--- src/rtl/dmem_arb_pkg.sv ---
// rtl/dmem_arb_pkg.sv - shared types for the data-memory arbiter (contention policy macro: DMEM_ARB_RR_EN)
package dmem_arb_pkg;

  typedef enum logic [1:0] {
    IDLE     = 2'd0,
    CPU_LAST = 2'd1,
    ACC_LOCK = 2'd2
  } arb_state_t;

  typedef enum logic [1:0] {
    OWN_NONE = 2'd0,
    OWN_CPU  = 2'd1,
    OWN_ACC  = 2'd2
  } owner_t;

endpackage

--- src/rtl/dmem_arb_pick.sv ---
// rtl/dmem_arb_pick.sv - combinational winner select; DMEM_ARB_RR_EN selects round-robin contention
module dmem_arb_pick
  import dmem_arb_pkg::*;
#(
  parameter int BURST_MAX = 8,
  parameter int CNT_W     = $clog2(BURST_MAX + 1)
) (
  input  logic             cpu_req,
  input  logic             acc_req,
  input  arb_state_t       state,
  input  logic [CNT_W-1:0] burst_cnt,
  output owner_t           owner
);

  logic cap_hit;

  assign cap_hit = (burst_cnt == CNT_W'(BURST_MAX));

  always_comb begin
    owner = OWN_NONE;
    if (state == ACC_LOCK && acc_req) begin
      // A waiting CPU breaks the lock once the burst cap is reached.
      if (cpu_req && cap_hit) owner = OWN_CPU;
      else                    owner = OWN_ACC;
    end else if (cpu_req && acc_req) begin
`ifdef DMEM_ARB_RR_EN
      if (state == CPU_LAST) owner = OWN_ACC;
      else                   owner = OWN_CPU;
`else
      owner = OWN_CPU;
`endif
    end else if (cpu_req) begin
      owner = OWN_CPU;
    end else if (acc_req) begin
      owner = OWN_ACC;
    end
  end

endmodule

--- src/rtl/dmem_arbiter.sv ---
// rtl/dmem_arbiter.sv - shares data_mem between CPU MEM stage and accelerator; DMEM_ARB_RR_EN enables round-robin
module dmem_arbiter
  import dmem_arb_pkg::*;
#(
  parameter int WIDTH     = 32,
  parameter int ADDR_W    = 32,
  parameter int BURST_MAX = 8
) (
  input  logic              clk,
  input  logic              rst,
  input  logic              cpu_req,
  input  logic              cpu_we,
  input  logic [ADDR_W-1:0] cpu_addr,
  input  logic [WIDTH-1:0]  cpu_wdata,
  output logic [WIDTH-1:0]  cpu_rdata,
  output logic              cpu_stall,
  input  logic              acc_req,
  input  logic              acc_we,
  input  logic              acc_lock,
  input  logic [ADDR_W-1:0] acc_addr,
  input  logic [WIDTH-1:0]  acc_wdata,
  output logic              acc_gnt,
  output logic [WIDTH-1:0]  acc_rdata,
  output logic              acc_rvalid,
  output logic              mem_we,
  output logic [ADDR_W-1:0] mem_addr,
  output logic [WIDTH-1:0]  mem_wdata,
  input  logic [WIDTH-1:0]  mem_rdata
);

  localparam int CNT_W = $clog2(BURST_MAX + 1);

  arb_state_t       state, state_nxt;
  logic [CNT_W-1:0] burst_cnt, cnt_nxt;
  owner_t           owner_raw, owner;
  logic             cpu_gnt;

  dmem_arb_pick #(.BURST_MAX(BURST_MAX), .CNT_W(CNT_W)) u_pick (
    .cpu_req   (cpu_req),
    .acc_req   (acc_req),
    .state     (state),
    .burst_cnt (burst_cnt),
    .owner     (owner_raw)
  );

  // Nothing is granted while reset is held, so memory sees no write.
  always_comb begin
    owner = OWN_NONE;
    if (rst) owner = owner_raw;
  end

  always_ff @(posedge clk or negedge rst) begin
    if (!rst) begin
      state     <= IDLE;
      burst_cnt <= '0;
    end else begin
      state     <= state_nxt;
      burst_cnt <= cnt_nxt;
    end
  end

  always_comb begin
    state_nxt = IDLE;
    cnt_nxt   = '0;
    case (owner)
      OWN_ACC: begin
        if (acc_lock) begin
          state_nxt = ACC_LOCK;
          cnt_nxt   = cpu_req ? burst_cnt + 1'b1 : burst_cnt;
        end
      end
      OWN_CPU: state_nxt = CPU_LAST;
      default: ;
    endcase
  end

  always_comb begin
    acc_gnt   = (owner == OWN_ACC);
    cpu_gnt   = (owner == OWN_CPU);
    mem_addr  = cpu_addr;
    mem_wdata = cpu_wdata;
    mem_we    = 1'b0;
    if (acc_gnt) begin
      mem_addr  = acc_addr;
      mem_wdata = acc_wdata;
      mem_we    = acc_we;
    end else if (cpu_gnt) begin
      mem_we = cpu_we;
    end
    cpu_stall = cpu_req & ~cpu_gnt;
  end

  assign cpu_rdata = mem_rdata;

  always_ff @(posedge clk or negedge rst) begin
    if (!rst) begin
      acc_rvalid <= 1'b0;
      acc_rdata  <= '0;
    end else begin
      acc_rvalid <= acc_gnt & ~acc_we;
      if (acc_gnt && !acc_we) acc_rdata <= mem_rdata;
    end
  end

endmodule

--- config.mk ---
export PLATFORM = sky130hd
export DESIGN_NAME = dmem_arbiter
export DESIGN_NICKNAME = d
export VERILOG_FILES = /design/src/rtl/dmem_arb_pkg.sv /design/src/rtl/dmem_arb_pick.sv /design/src/rtl/dmem_arbiter.sv
export SDC_FILE = /design/constraint.sdc
export NUM_CORES = 1
export LEC_CHECK = 0
export BUFFER_PORTS_ARGS = -buffer_cell sky130_fd_sc_hd__buf_2
export CAP_MARGIN = 25
export CORE_AREA = 2 2 116 118
export CTS_CLUSTER_SIZE = 20
export DETAILED_ROUTE_END_ITERATION = 16
export DIE_AREA = 0 0 118 120
export GPL_TIMING_DRIVEN = 1
export PLACE_DENSITY = 0.6
export SLEW_MARGIN = 30
export SYNTH_ARGS = -nofsm -noshare
export SYNTH_HDL_FRONTEND = slang
export SYNTH_SLANG_ARGS = --single-unit
--- constraint.sdc ---
create_clock -name clk -period 4.3 [get_ports clk]
set_clock_uncertainty 0.05 [all_clocks]
set_input_delay 0.86 -clock clk [delete_from_list [all_inputs] [get_ports clk]]
set_output_delay 0.86 -clock clk [all_outputs]
set_load 0.01 [all_outputs]
Word-level counts from Yosys, hierarchy flattened

Index checks and enable logic that the tools add are counted.

Bits in registers: 39
Latch bits: 0
RAM bits: 0
Bits in read-only memories: 0
Output and inout port bits: 132
Memories: 0

Add/subtract/negate cells: 1
Multipliers: 0
Div/mod/pow operators: 0
$lt $le $gt $ge: 0
Eq/ne operators: 5
Shifts and indexed selects: 0
Multiplexer cells: 15
Bitwise gates (word level): 4
Reduce and logical (&&, ||, !) cells: 5

Operators with widths:

| kind                                                 | number |
|---|---|
| 2-to-1 mux 32 bit                                    | 2 |
| 2-to-1 mux 2 bit                                     | 7 |
| 2-to-1 mux 4 bit                                     | 3 |
| adder 4 x 1 -> 4 bit (second input constant)         | 1 |
| equality test 2 bit (second input constant)          | 2 |
| equality test 4 bit (second input constant)          | 1 |
| logical AND 1 bit                                    | 4 |
| one-hot mux 2 bit (2 select lines)                   | 1 |
| != test 3 bit (second input constant)                | 1 |
| AND 1 bit                                            | 2 |
| equality test 2 x 1 -> 1 bit (second input constant) | 1 |
| 2-to-1 mux 1 bit                                     | 2 |
| NOT 1 bit                                            | 2 |
| zero test 1 bit                                      | 1 |

Depth between registers and ports, before layout

Gate-level depths: netlist (run 1).

Depth in word-level cells: 8
Depth in mapped cells: 7
Depth with buffers taken out: 5

Hierarchy

From an unflattened synthesis (run 1), not the netlist that was laid out.

Cells, all modules: 337
Area total of the unflattened synthesis: 2,740.1 µm²

By module, submodules not included:

| module        | times used | cells an instance | area an instance (µm²) | sequential area each (µm²) |
|---|---|---|---|---|
| dmem_arbiter  | 1          | 332               | 2,691.3                | 975.9 |
| dmem_arb_pick | 1          | 5                 | 48.8                   | 0.0 |

Least setup slack after synthesis (run 1)

OpenSTA, ideal clock, no wires.

Kind: input-to-output
Start: in cpu_req
End: out mem_addr[22]
Arrival time: 2,085 ps
Setup slack: 1,305 ps
Stages on the path: 5
Path buffers: 2
Cell sequence: and4b_4 -> a211oi_1 -> buf_2 -> buf_4 -> mux2_2

Longest elaborated chain between the ends: 6
Elaborated cells on any way between the ends: 9

RTL lines:

| what                                     | RTL line                                 | source |
|---|---|---|
| from (decl)                              | dmem_arbiter.sv:11                       | `input logic cpu_req,` |
| 2-to-1 mux 2 bit (tied with other cells) | dmem_arb_pick.sv:32                      | `end else if (cpu_req) begin` |
| 2-to-1 mux 2 bit (on tied branches)      | dmem_arb_pick.sv:25, dmem_arb_pick.sv:23 |  |
| 2-to-1 mux 2 bit *                       | dmem_arb_pick.sv:21                      | `if (state == ACC_LOCK && acc_req) begin` |
| 2-to-1 mux 2 bit *                       | dmem_arbiter.sv:49                       | `if (rst) owner = owner_raw;` |
| equality test 2 bit *                    | dmem_arbiter.sv:78                       | `acc_gnt = (owner == OWN_ACC);` |
| via acc_gnt                              | dmem_arbiter.sv:22                       | `output logic acc_gnt,` |
| 2-to-1 mux 32 bit *                      | dmem_arbiter.sv:83                       | `if (acc_gnt) begin` |
| to (decl)                                | dmem_arbiter.sv:26                       | `output logic [ADDR_W-1:0] mem_addr,` |

Mark *: on every way through the listed nets, which the timed path passes. The rest lies on a longest branch.

Worst setup path in the final report (run 1)

Start: in cpu_req
End: out mem_addr[8]

Longest elaborated chain between the ends: 6
Elaborated cells on any way between the ends: 9

RTL lines:

| what                                     | RTL line |
|---|---|
| 2-to-1 mux 2 bit (tied with other cells) | dmem_arb_pick.sv:32 |
| 2-to-1 mux 2 bit (on tied branches)      | dmem_arb_pick.sv:25, dmem_arb_pick.sv:23 |
| 2-to-1 mux 2 bit *                       | dmem_arb_pick.sv:21 |
| 2-to-1 mux 2 bit *                       | dmem_arbiter.sv:49 |
| equality test 2 bit *                    | dmem_arbiter.sv:78 |
| 2-to-1 mux 32 bit *                      | dmem_arbiter.sv:83 |

Every way passes the cells marked *; elsewhere a longest branch is shown, timed or not.

==> flow_summary_export.csv, run 1 <==
group,metric,value,unit
outcome,status,"finished, final reports clean",
die,dieArea,0.0142,mm^2
timing,finalCriticalPeriod,3.54,ns
hold_path,hold_class,"reg -> reg",
clock_network,clockRootBuffer,"clkbuf_16",
timing,final_hold_viol_count,0,
power_and_ir_drop,power.density,301,mW/mm^2
placement,dp_hpwl,9370,um
timing,fin_crit_sh,82.3,%
timing,relSlewSlack,62.2,%
yosys,yosys_warnings,0,
die,die_h,120,um
global_routing,grt_start_max_net_pins,64,
setup_path,criticalPathCategory,"in -> out",
yosys,synth_seq_area_share,35.4,%
cells_and_area,syn2layout_area_growth,57.0,%
yosys,avgSynthCellArea,12.9,um^2
clock_network,cts-htree-levels,2,
global_routing,grt_busiest_layer,"met2",
die,coreArea,0.0130,mm^2
clock_network,clockBufferDepth,2,
clock_network,ctsResizeCount,0,
drt,via_per_inst,4.06,
setup_path,critical_path_arrival,2.63,ns
cells_and_area,regArea,976,um^2
cells_and_area,final_common_cell,"buf_2",
timing,setup_violations,0,
setup_path,worstSetupEndpointType,"primary output",
cells_and_area,layout_common_cells,"buf_2 (298), mux2_2 (67), dfrtp_1 (39)",
die,io_pins,299,
clock_network,cts_buffers,5,
timing,worst_slew_pin_slew,0.566,ns
timing,fin_tns_setup,0,ns
clock_network,cts_setup_buffers,0,
global_routing,gr-total-overflow,0,
yosys,synth_cell_types,29,
die,start_util,21.3,%
yosys,syn_area,0.00276,mm^2
global_routing,grt_pass1_vias,2730,
clock_network,clkTransAtPathRegs,0.06,ns
timing,slew_violations,0,
yosys,synthCells,214,
flow_run,max-cap-violations,0,
die,fp.dieW,118,um
timing,rsz0062_at_grt,"false",
drt,drc_errors,0,
die,rows,42,
global_routing,met1_usage,15.4,%
clock_network,clock_latency,0.28,ns
drt,drt_iter0_drc,99,
drt,finalWirelength,10900,um
cells_and_area,nets,648,
drt,drt-pass1-iter-count,4,
yosys,synth-seq-cells,39,
setup_path,worstPathMaxFanout,63,
global_routing,antenna_found_initial,2,
setup_path,cp.required,3.39,ns
clock_network,cts_sinks,39,
power_and_ir_drop,p_leak,2.27,nW
yosys,syn_nets,383,
global_routing,grtUsageMet2,26.3,%
global_routing,grt_use_met3,6.04,%
placement,globalplace.congestion,0.924,
power_and_ir_drop,ir_drop,0.262,mV
drt,ant_nets,0,
cells_and_area,final_layout_size_suffix_gt1_share,85.4,%
power_and_ir_drop,power,1.31,mW
cells_and_area,nFillCells,1329,
clock_network,hold_buffers,0,
drt,wire_per_inst,16.6,um
placement,portBuffers,298,
cells_and_area,multiInputGateArea,0.00146,mm^2
drt,dr_total_vias,2667,
timing,timing.fmax,0.283,GHz
setup_path,startpoint_type,"primary input",
global_routing,grt_pass1_wl,15600,um
global_routing,track_usage,14.5,%
clock_network,cts_tree,"built",
[cells in the mapped netlist (all sizes together)]
cell     number  area, um^2
o21a          1        7.51
nand2b        3        18.8
a2111oi       1        27.5
buf          42         322
nor2          1        3.75
a31oi         1        6.26
mux2i         1        10.0
a21oi         2        10.0
and4b         1        13.8
and3b         1        10.0
nand3         3        15.0
inv           3        11.3
o32ai         1        8.76
nand2         3        11.3
clkbuf        1        3.75
a21boi        2        15.0
nand3b        2        18.8
and2          1        6.26
nand4         4        25.0
mux2         96        1190
and3          1        7.51
dfrtp        39         976
or4b          1        10.0
ha            2        25.0
a211oi        1        7.51
[power by group]
group | switching [mW] | internal (mW)
Clock | 0.144 | 0.214
Sequential | 0.0383 | 0.436
Combinational | 0.206 | 0.267
[area by class of cell]
type | count | share of cell area (%)
inverters | 3 | 0.260
multi-input cells | 129 | 33.7
well taps | 176 | 5.08
repair buffers | 301 | 35.2
flip-flops and latches | 39 | 22.5
diodes | 1 | 0.0577
clock inverters | 1 | 0.115
clock buffers | 7 | 3.06
[metrics by stage]
step	hold WS, ns	utilization [%]	cell area [um^2]	instances	setup slack (ns)
2_1_floorplan	0.498	-	2760	214	1.30
3_3_place_gp	0.437	32.3	4190	648	0.811
3_5_place_dp	0.437	32.3	4190	648	0.748
4_1_cts	0.461	33.4	4330	656	0.747
5_1_grt	0.476	33.4	4330	656	0.708
6_report	0.456	33.4	4330	657	0.763
[critical path, stage by stage]
cell and delay (ns):
buf_2 0.19, and4b_4 0.26, a211oi_4 0.31, buf_12 0.33, mux2_2 0.45, buf_2 0.17
[kinds of logic (layout without fill, tap and decap cells)]
| group | count (synthesis) | count (layout) | synth area share [%] |
|---|---|---|---|
| compound gates | 9 | 9 | 2.99 |
| fa+ha+maj | 2 | 2 | 0.906 |
| buf+inv | 46 | 312 | 12.2 |
| flops | 39 | 39 | 35.4 |
| mux | 97 | 97 | 43.5 |
| other cells | 0 | 1 | 0 |
| simple gates | 21 | 21 | 5.08 |
[metal layers]
metal / vias to the layer above / part of all wire, %
met3: 12 / 10
met1: 1225 / 37
li1: 1265 / -
met2: 163 / 51
met4: 2 / 1.7
met5: - / 0.12
[final timing paths]
path                                                 from                         to  slack [ns]  cells after the start
worst max-delay path                              cpu_req                mem_addr[8]        0.76                      6
worst min-delay path            acc_rdata[21]$_DFFE_PN0P_  acc_rdata[21]$_DFFE_PN0P_        0.46                      1
worst max register to register   burst_cnt[0]$_DFFE_PN0P_   acc_rdata[4]$_DFFE_PN0P_        1.95                      6
worst min register to register  acc_rdata[21]$_DFFE_PN0P_  acc_rdata[21]$_DFFE_PN0P_        0.46                      1
max in group asynchronous                             rst  acc_rdata[14]$_DFFE_PN0P_        3.20                      2
min in group asynchronous                             rst  acc_rdata[17]$_DFFE_PN0P_        0.63                      2
[sequential cells by signal, indices dropped and copies added (netlist names)]
| register | count |
|---|---|
| burst_cnt | 4 |
| acc_rdata | 32 |
| acc_rvalid | 1 |
| state | 2 |
Note: power is estimated with default switching activity, not from simulation.
==> run 2: changes to the inputs <==
- clock period: 4.3 -> 3.3 ns (I/O delays scaled with it)
==> flow_summary_export.csv, run 2 (synthesized netlist as in run 1, its figures left out) <==
group,metric,value,unit
outcome,status,"finished, final reports clean",
die,start_util,21.3,%
drt,via_per_inst,4.07,
setup_path,worstPathMaxFanout,62,
power_and_ir_drop,ir_drop,0.234,mV
clock_network,cts_buffers,5,
setup_path,cpLargestDelayFamily,"buffers and inverters",
setup_path,startpoint_type,"flip-flop",
setup_path,reg2reg_from,"burst_cnt[0]$_DFFE_PN0P_",
timing,setup_violations,0,
setup_path,r2r_cells,6,
clock_network,ctsResizeCount,0,
cells_and_area,final_layout_size_suffix_gt1_share,85.9,%
timing,relSlewSlack,62.5,%
die,coreArea,0.0130,mm^2
cells_and_area,nets,649,
die,fp.dieW,118,um
timing,timing.fmax,0.321,GHz
cells_and_area,largest_reg_flops,32,
cells_and_area,syn2layout_area_growth,57.8,%
setup_path,criticalPathCategory,"reg -> out",
clock_network,cts_setup_buffers,0,
drt,top_layer_used,"met5",
global_routing,gr-total-overflow,0,
drt,drc_errors,0,
drt,drt-pass1-iter-count,4,
timing,fin_crit_sh,94.3,%
timing,worst_slew_pin_slew,0.563,ns
setup_path,r2r_setup_slack,0.92,ns
clock_network,clock_latency,0.28,ns
die,io_pins,299,
power_and_ir_drop,p_leak,2.28,nW
timing,slew_violations,0,
die,die_h,120,um
clock_network,cts_sinks,39,
global_routing,grt_pass1_wl,15400,um
clock_network,hold_buffers,0,
placement,globalplace.congestion,0.952,
setup_path,path_cells,"inv_1, ha_1, and4b_4, a211oi_4, buf_12, mux2_2, buf_2",
cells_and_area,nFillCells,1364,
drt,met1Wirelength,4020,um
global_routing,track_usage,14.2,%
flow_run,max-cap-violations,0,
setup_path,slowest_delay,0.40,ns
placement,dp_hpwl,9140,um
clock_network,clkTransAtPathRegs,0.06,ns
global_routing,grt_pass1_vias,2765,
global_routing,grt_start_max_net_pins,63,
power_and_ir_drop,power.density,394,mW/mm^2
cells_and_area,post-route-util,33.6,%
cells_and_area,largest_register,"acc_rdata",
die,dieArea,0.0142,mm^2
setup_path,crit_buf_inv,3,
cells_and_area,reg.largest.list,"acc_rdata (32), burst_cnt (4), state (2)",
timing,fin_tns_setup,0,ns
drt,route.met2.wl,5350,um
cells_and_area,layout_common_cells,"buf_2 (298), mux2_2 (67), dfrtp_1 (39)",
setup_path,r2r_end,"acc_rdata[4]$_DFFE_PN0P_",
drt,dr_total_vias,2685,
drt,wire_per_inst,16.2,um
clock_network,clockBufferDepth,2,
clock_network,clockRootBuffer,"clkbuf_16",
timing,final_hold_viol_count,0,
drt,ant_nets,0,
cells_and_area,multiInputGateArea,0.00146,mm^2
drt,drt_iter0_drc,125,
clock_network,cts-htree-levels,2,
setup_path,slowest_stage,"dfrtp_1",
hold_path,hold_class,"in -> async",
die,rows,42,
setup_path,critical_path_arrival,2.40,ns
drt,finalWirelength,10600,um
clock_network,cts_tree,"built",
cells_and_area,regArea,976,um^2
global_routing,antenna_found_initial,3,
drt,dr_wl_met3,1120,um
placement,portBuffers,298,
timing,finalCriticalPeriod,3.11,ns
cells_and_area,final_common_cell,"buf_2",
setup_path,worstSetupEndpointType,"primary output",
timing,rsz0062_at_grt,"false",
setup_path,cp.required,2.59,ns
[run 2: cell types whose count changed in the layout (fill, tap and decap cells not counted)]
| cell | change |
|---|---|
| clkinv_4 | +2 |
| clkinvlp_4 | +1 |
| diode_2 | +1 |
| clkbuf_1 | -2 |
| clkinv_2 | -1 |
| buf_4 | +1 |
[run 2: where the power goes]
part           switching, mW  leakage (nW)  internal, mW  total (mW)
sequential            0.0493         0.480         0.568       0.618
combinational          0.266          1.73         0.348       0.614
clock                  0.201        0.0700         0.282       0.483
total                  0.516          2.28          1.20        1.72
[run 2: area by class of cell]
cell class	count	share of cell area [%]
diodes	2	0.115
clock buffers	5	2.87
clock inverters	3	0.574
inverters	3	0.258
multi-input cells	129	33.5
flip-flops and latches	39	22.4
well taps	176	5.05
repair buffers	302	35.2
[run 2: routing by layer]
layer | global-route usage, % | vias up
met5 | 0 | -
met1 | 15.8 | 1228
met3 | 5.66 | 11
met4 | 3.54 | 2
met2 | 25.3 | 173
li1 | - | 1271
[run 2: worst reg2reg max path, stage by stage, from the launching register on]
cell	delay (ns)
dfrtp_1	0.40
inv_1	0.08
ha_1	0.22
and4b_4	0.23
a2111oi_4	0.33
buf_4	0.52
mux2_2	0.43
[run 2: metrics by stage]
step           area [um^2]  cells  setup slack [ns]  total power [mW]  hold slack [ns]
2_1_floorplan         2760    214             0.705             0.954            0.314
3_5_place_dp          4200    649             0.293              1.25            0.436
4_1_cts               4350    657             0.191              1.74            0.461
6_report              4360    659             0.189              1.72            0.428
5_1_grt               4350    657            0.0623              1.82            0.471
3_3_place_gp          4200    649             0.340              1.24            0.437
[run 2: worst max-delay path by stage]
stage                             startpoint            to  depth (start not counted)
finish              burst_cnt[0]$_DFFE_PN0P_  mem_addr[22]                          7
global route        burst_cnt[0]$_DFFE_PN0P_  mem_addr[13]                          7
CTS                 burst_cnt[0]$_DFFE_PN0P_  mem_addr[13]                          7
detailed placement                   cpu_req  mem_addr[13]                          6
global placement                     cpu_req  mem_addr[13]                          6
floorplan                            cpu_req  mem_addr[22]                          5
==> run 3: changes to the inputs <==
- ABC_AREA: default -> 1
==> flow_summary_export.csv, run 3 <==
group,metric,value,unit
drt,drt-pass1-iter-count,4,
clock_network,clkTransAtPathRegs,0.06,ns
hold_path,hold_class,"in -> async",
die,start_util,21.1,%
global_routing,grt_pass1_wl,18300,um
timing,slew_violations,0,
timing,timing.fmax,0.331,GHz
global_routing,antenna_found_initial,5,
die,io_pins,299,
global_routing,track_usage,16.6,%
power_and_ir_drop,p_leak,2.78,nW
outcome,status,"finished, final reports clean",
global_routing,grt_pass1_vias,3357,
timing,finalCriticalPeriod,3.02,ns
clock_network,hold_buffers,0,
setup_path,worstPathMaxFanout,64,
drt,via_per_inst,4.14,
clock_network,cts_buffers,5,
timing,rsz0062_at_grt,"false",
clock_network,clockBufferDepth,2,
yosys,synth-seq-cells,39,
yosys,yosys-top-cells-count,"nand2_1 (262), dfrtp_1 (39), buf_4 (35)",
clock_network,clock_latency,0.28,ns
yosys,avgSynthCellArea,6.48,um^2
yosys,synth_top_area_share,35.9,%
cells_and_area,nets,850,
drt,finalWirelength,12100,um
flow_run,max-cap-violations,0,
timing,final_hold_viol_count,0,
setup_path,criticalPathCategory,"reg -> out",
die,fp.dieW,118,um
yosys,yosys_warnings,0,
clock_network,cts_setup_buffers,0,
drt,top_layer_used,"met5",
drt,met1Wirelength,4890,um
timing,relSlewSlack,58.4,%
drt,dr_wl_met3,1280,um
clock_network,cts_sinks,39,
yosys,yosysMostFrequentCell,"nand2_1",
timing,fin_tns_setup,0,ns
drt,drc_errors,0,
setup_path,reg2reg_from,"burst_cnt[0]$_DFFE_PN0P_",
yosys,synth_top_cell_by_area,"nand2_1",
drt,drt_iter0_drc,151,
yosys,synth.area.top_cells,"nand2_1 (36%), dfrtp_1 (36%), buf_4 (9.6%)",
cells_and_area,final_common_cell,"buf_2",
cells_and_area,reg.largest.list,"acc_rdata (32), burst_cnt (4), state (2)",
yosys,syn_area,0.00274,mm^2
setup_path,cp.required,2.59,ns
placement,globalplace.congestion,0.859,
power_and_ir_drop,power.density,397,mW/mm^2
timing,fin_crit_sh,91.4,%
placement,portBuffers,298,
die,die_h,120,um
cells_and_area,largest_register,"acc_rdata",
cells_and_area,final_layout_size_suffix_gt1_share,47.4,%
yosys,ys_async_sr_fraction,100,%
setup_path,crit_start,"burst_cnt[0]$_DFFE_PN0P_",
yosys,synth_edf_count,0,
cells_and_area,nFillCells,1504,
die,coreArea,0.0130,mm^2
setup_path,critical_path_arrival,2.31,ns
yosys,syn_nets,592,
setup_path,startpoint_type,"flip-flop",
drt,ant_nets,0,
die,dieArea,0.0142,mm^2
clock_network,clockRootBuffer,"clkbuf_16",
drt,wire_per_inst,14.1,um
clock_network,cts-htree-levels,2,
setup_path,worstSetupEndpointType,"primary output",
cells_and_area,layout_common_cells,"buf_2 (298), nand2_1 (262), dfrtp_1 (39)",
timing,setup_violations,0,
drt,dr_total_vias,3549,
yosys,synth_seq_area_share,35.6,%
global_routing,grt_start_max_net_pins,65,
cells_and_area,post-route-util,33.4,%
global_routing,gr-total-overflow,0,
yosys,synth_cell_types,17,
power_and_ir_drop,ir_drop,0.303,mV
yosys,synthCells,423,
clock_network,cts_tree,"built",
clock_network,ctsResizeCount,0,
drt,route.met2.wl,5740,um
cells_and_area,syn2layout_area_growth,58.4,%
cells_and_area,largest_reg_flops,32,
timing,worst_slew_pin_slew,0.624,ns
die,rows,42,
placement,dp_hpwl,9890,um
yosys,synth-main-ff-cell,"dfrtp_1",
cells_and_area,antenna_cells,0,
## run 3: changes by cell type in the layout (fill, tap and decap cells not counted), sizes merged, moves of 2 or more
cell | before | now
xor2 | 0 | 2
nor2 | 1 | 8
mux2 | 96 | 0
inv | 3 | 10
diode | 2 | 0
buf | 302 | 310
nand2b | 3 | 0
nand4 | 4 | 33
nand3b | 2 | 0
nand2 | 3 | 264
a21boi | 2 | 0
## run 3: area by class of cell
| cell class | count | area (um^2) | share of cell area, % |
|---|---|---|---|
| inverters | 10 | 37.5 | 0.865 |
| clock buffers | 6 | 139 | 3.20 |
| repair buffers | 310 | 1620 | 37.3 |
| well taps | 176 | 220 | 5.07 |
| flip-flops and latches | 39 | 976 | 22.5 |
| multi-input cells | 315 | 1310 | 30.3 |
| clock inverters | 2 | 35.0 | 0.807 |
## run 3: path summary, 6_finish.rpt
check / end / slack [ns] / cells past startpoint
hold reg to reg: acc_rdata[9]$_DFFE_PN0P_ / 0.42 / 2
hold / removal: burst_cnt[1]$_DFFE_PN0P_ / 0.42 / 2
min in group clk: acc_rdata[9]$_DFFE_PN0P_ / 0.42 / 2
setup / recovery: mem_addr[28] / 0.28 / 10
setup reg to reg: acc_rdata[6]$_DFFE_PN0P_ / 1.36 / 10
max in group asynchronous: acc_rdata[12]$_DFFE_PN0P_ / 2.42 / 2
## run 3: cell families (layout without fill, tap and decap cells)
| kind of cell | Yosys count | after routing | synth area share (%) |
|---|---|---|---|
| AND/OR/NAND/NOR | 309 | 309 | 45.9 |
| XOR/XNOR | 3 | 3 | 0.959 |
| AO/OA/AOI/OAI | 1 | 1 | 0.182 |
| flip-flops | 39 | 39 | 35.6 |
| adder cells (fa/ha/maj) | 2 | 2 | 0.913 |
| buffers and inverters | 69 | 328 | 16.4 |
## run 3: metrics by stage
step                      setup WS (ns)  std cells  hold WS [ns]  power, mW  instance area [um^2]
after floorplan                    1.14        423         0.314      0.875                  2740
after global placement            0.394        850         0.400       1.17                  4170
after detailed placement          0.411        850         0.404       1.17                  4170
after CTS                         0.221        858         0.420       1.75                  4340
after global routing             0.0744        858         0.434       1.84                  4340
final                             0.283        858         0.415       1.72                  4340
## run 3: layer usage
metal | GRT usage (%) | vias to the layer above
met3 | 6.27 | 15
met2 | 29.0 | 187
met5 | 0 | -
met4 | 3.54 | 8
met1 | 19.2 | 1544
li1 | - | 1795
## run 3: worst max-delay path: stages (launching register included)
cell and delay, ns:
dfrtp_1 0.42, inv_1 0.07, ha_1 0.15, nand3_1 0.08, nand2_1 0.11, nand2_4 0.05, nand2_2 0.06, buf_4 0.50
nand2_1 0.27, nand2_1 0.15, buf_2 0.14
## run 3: power breakdown
group	total, mW	internal [mW]	switching, mW
logic	0.559	0.245	0.314
clock network	0.569	0.376	0.193
registers	0.595	0.555	0.0395
total	1.72	1.18	0.546
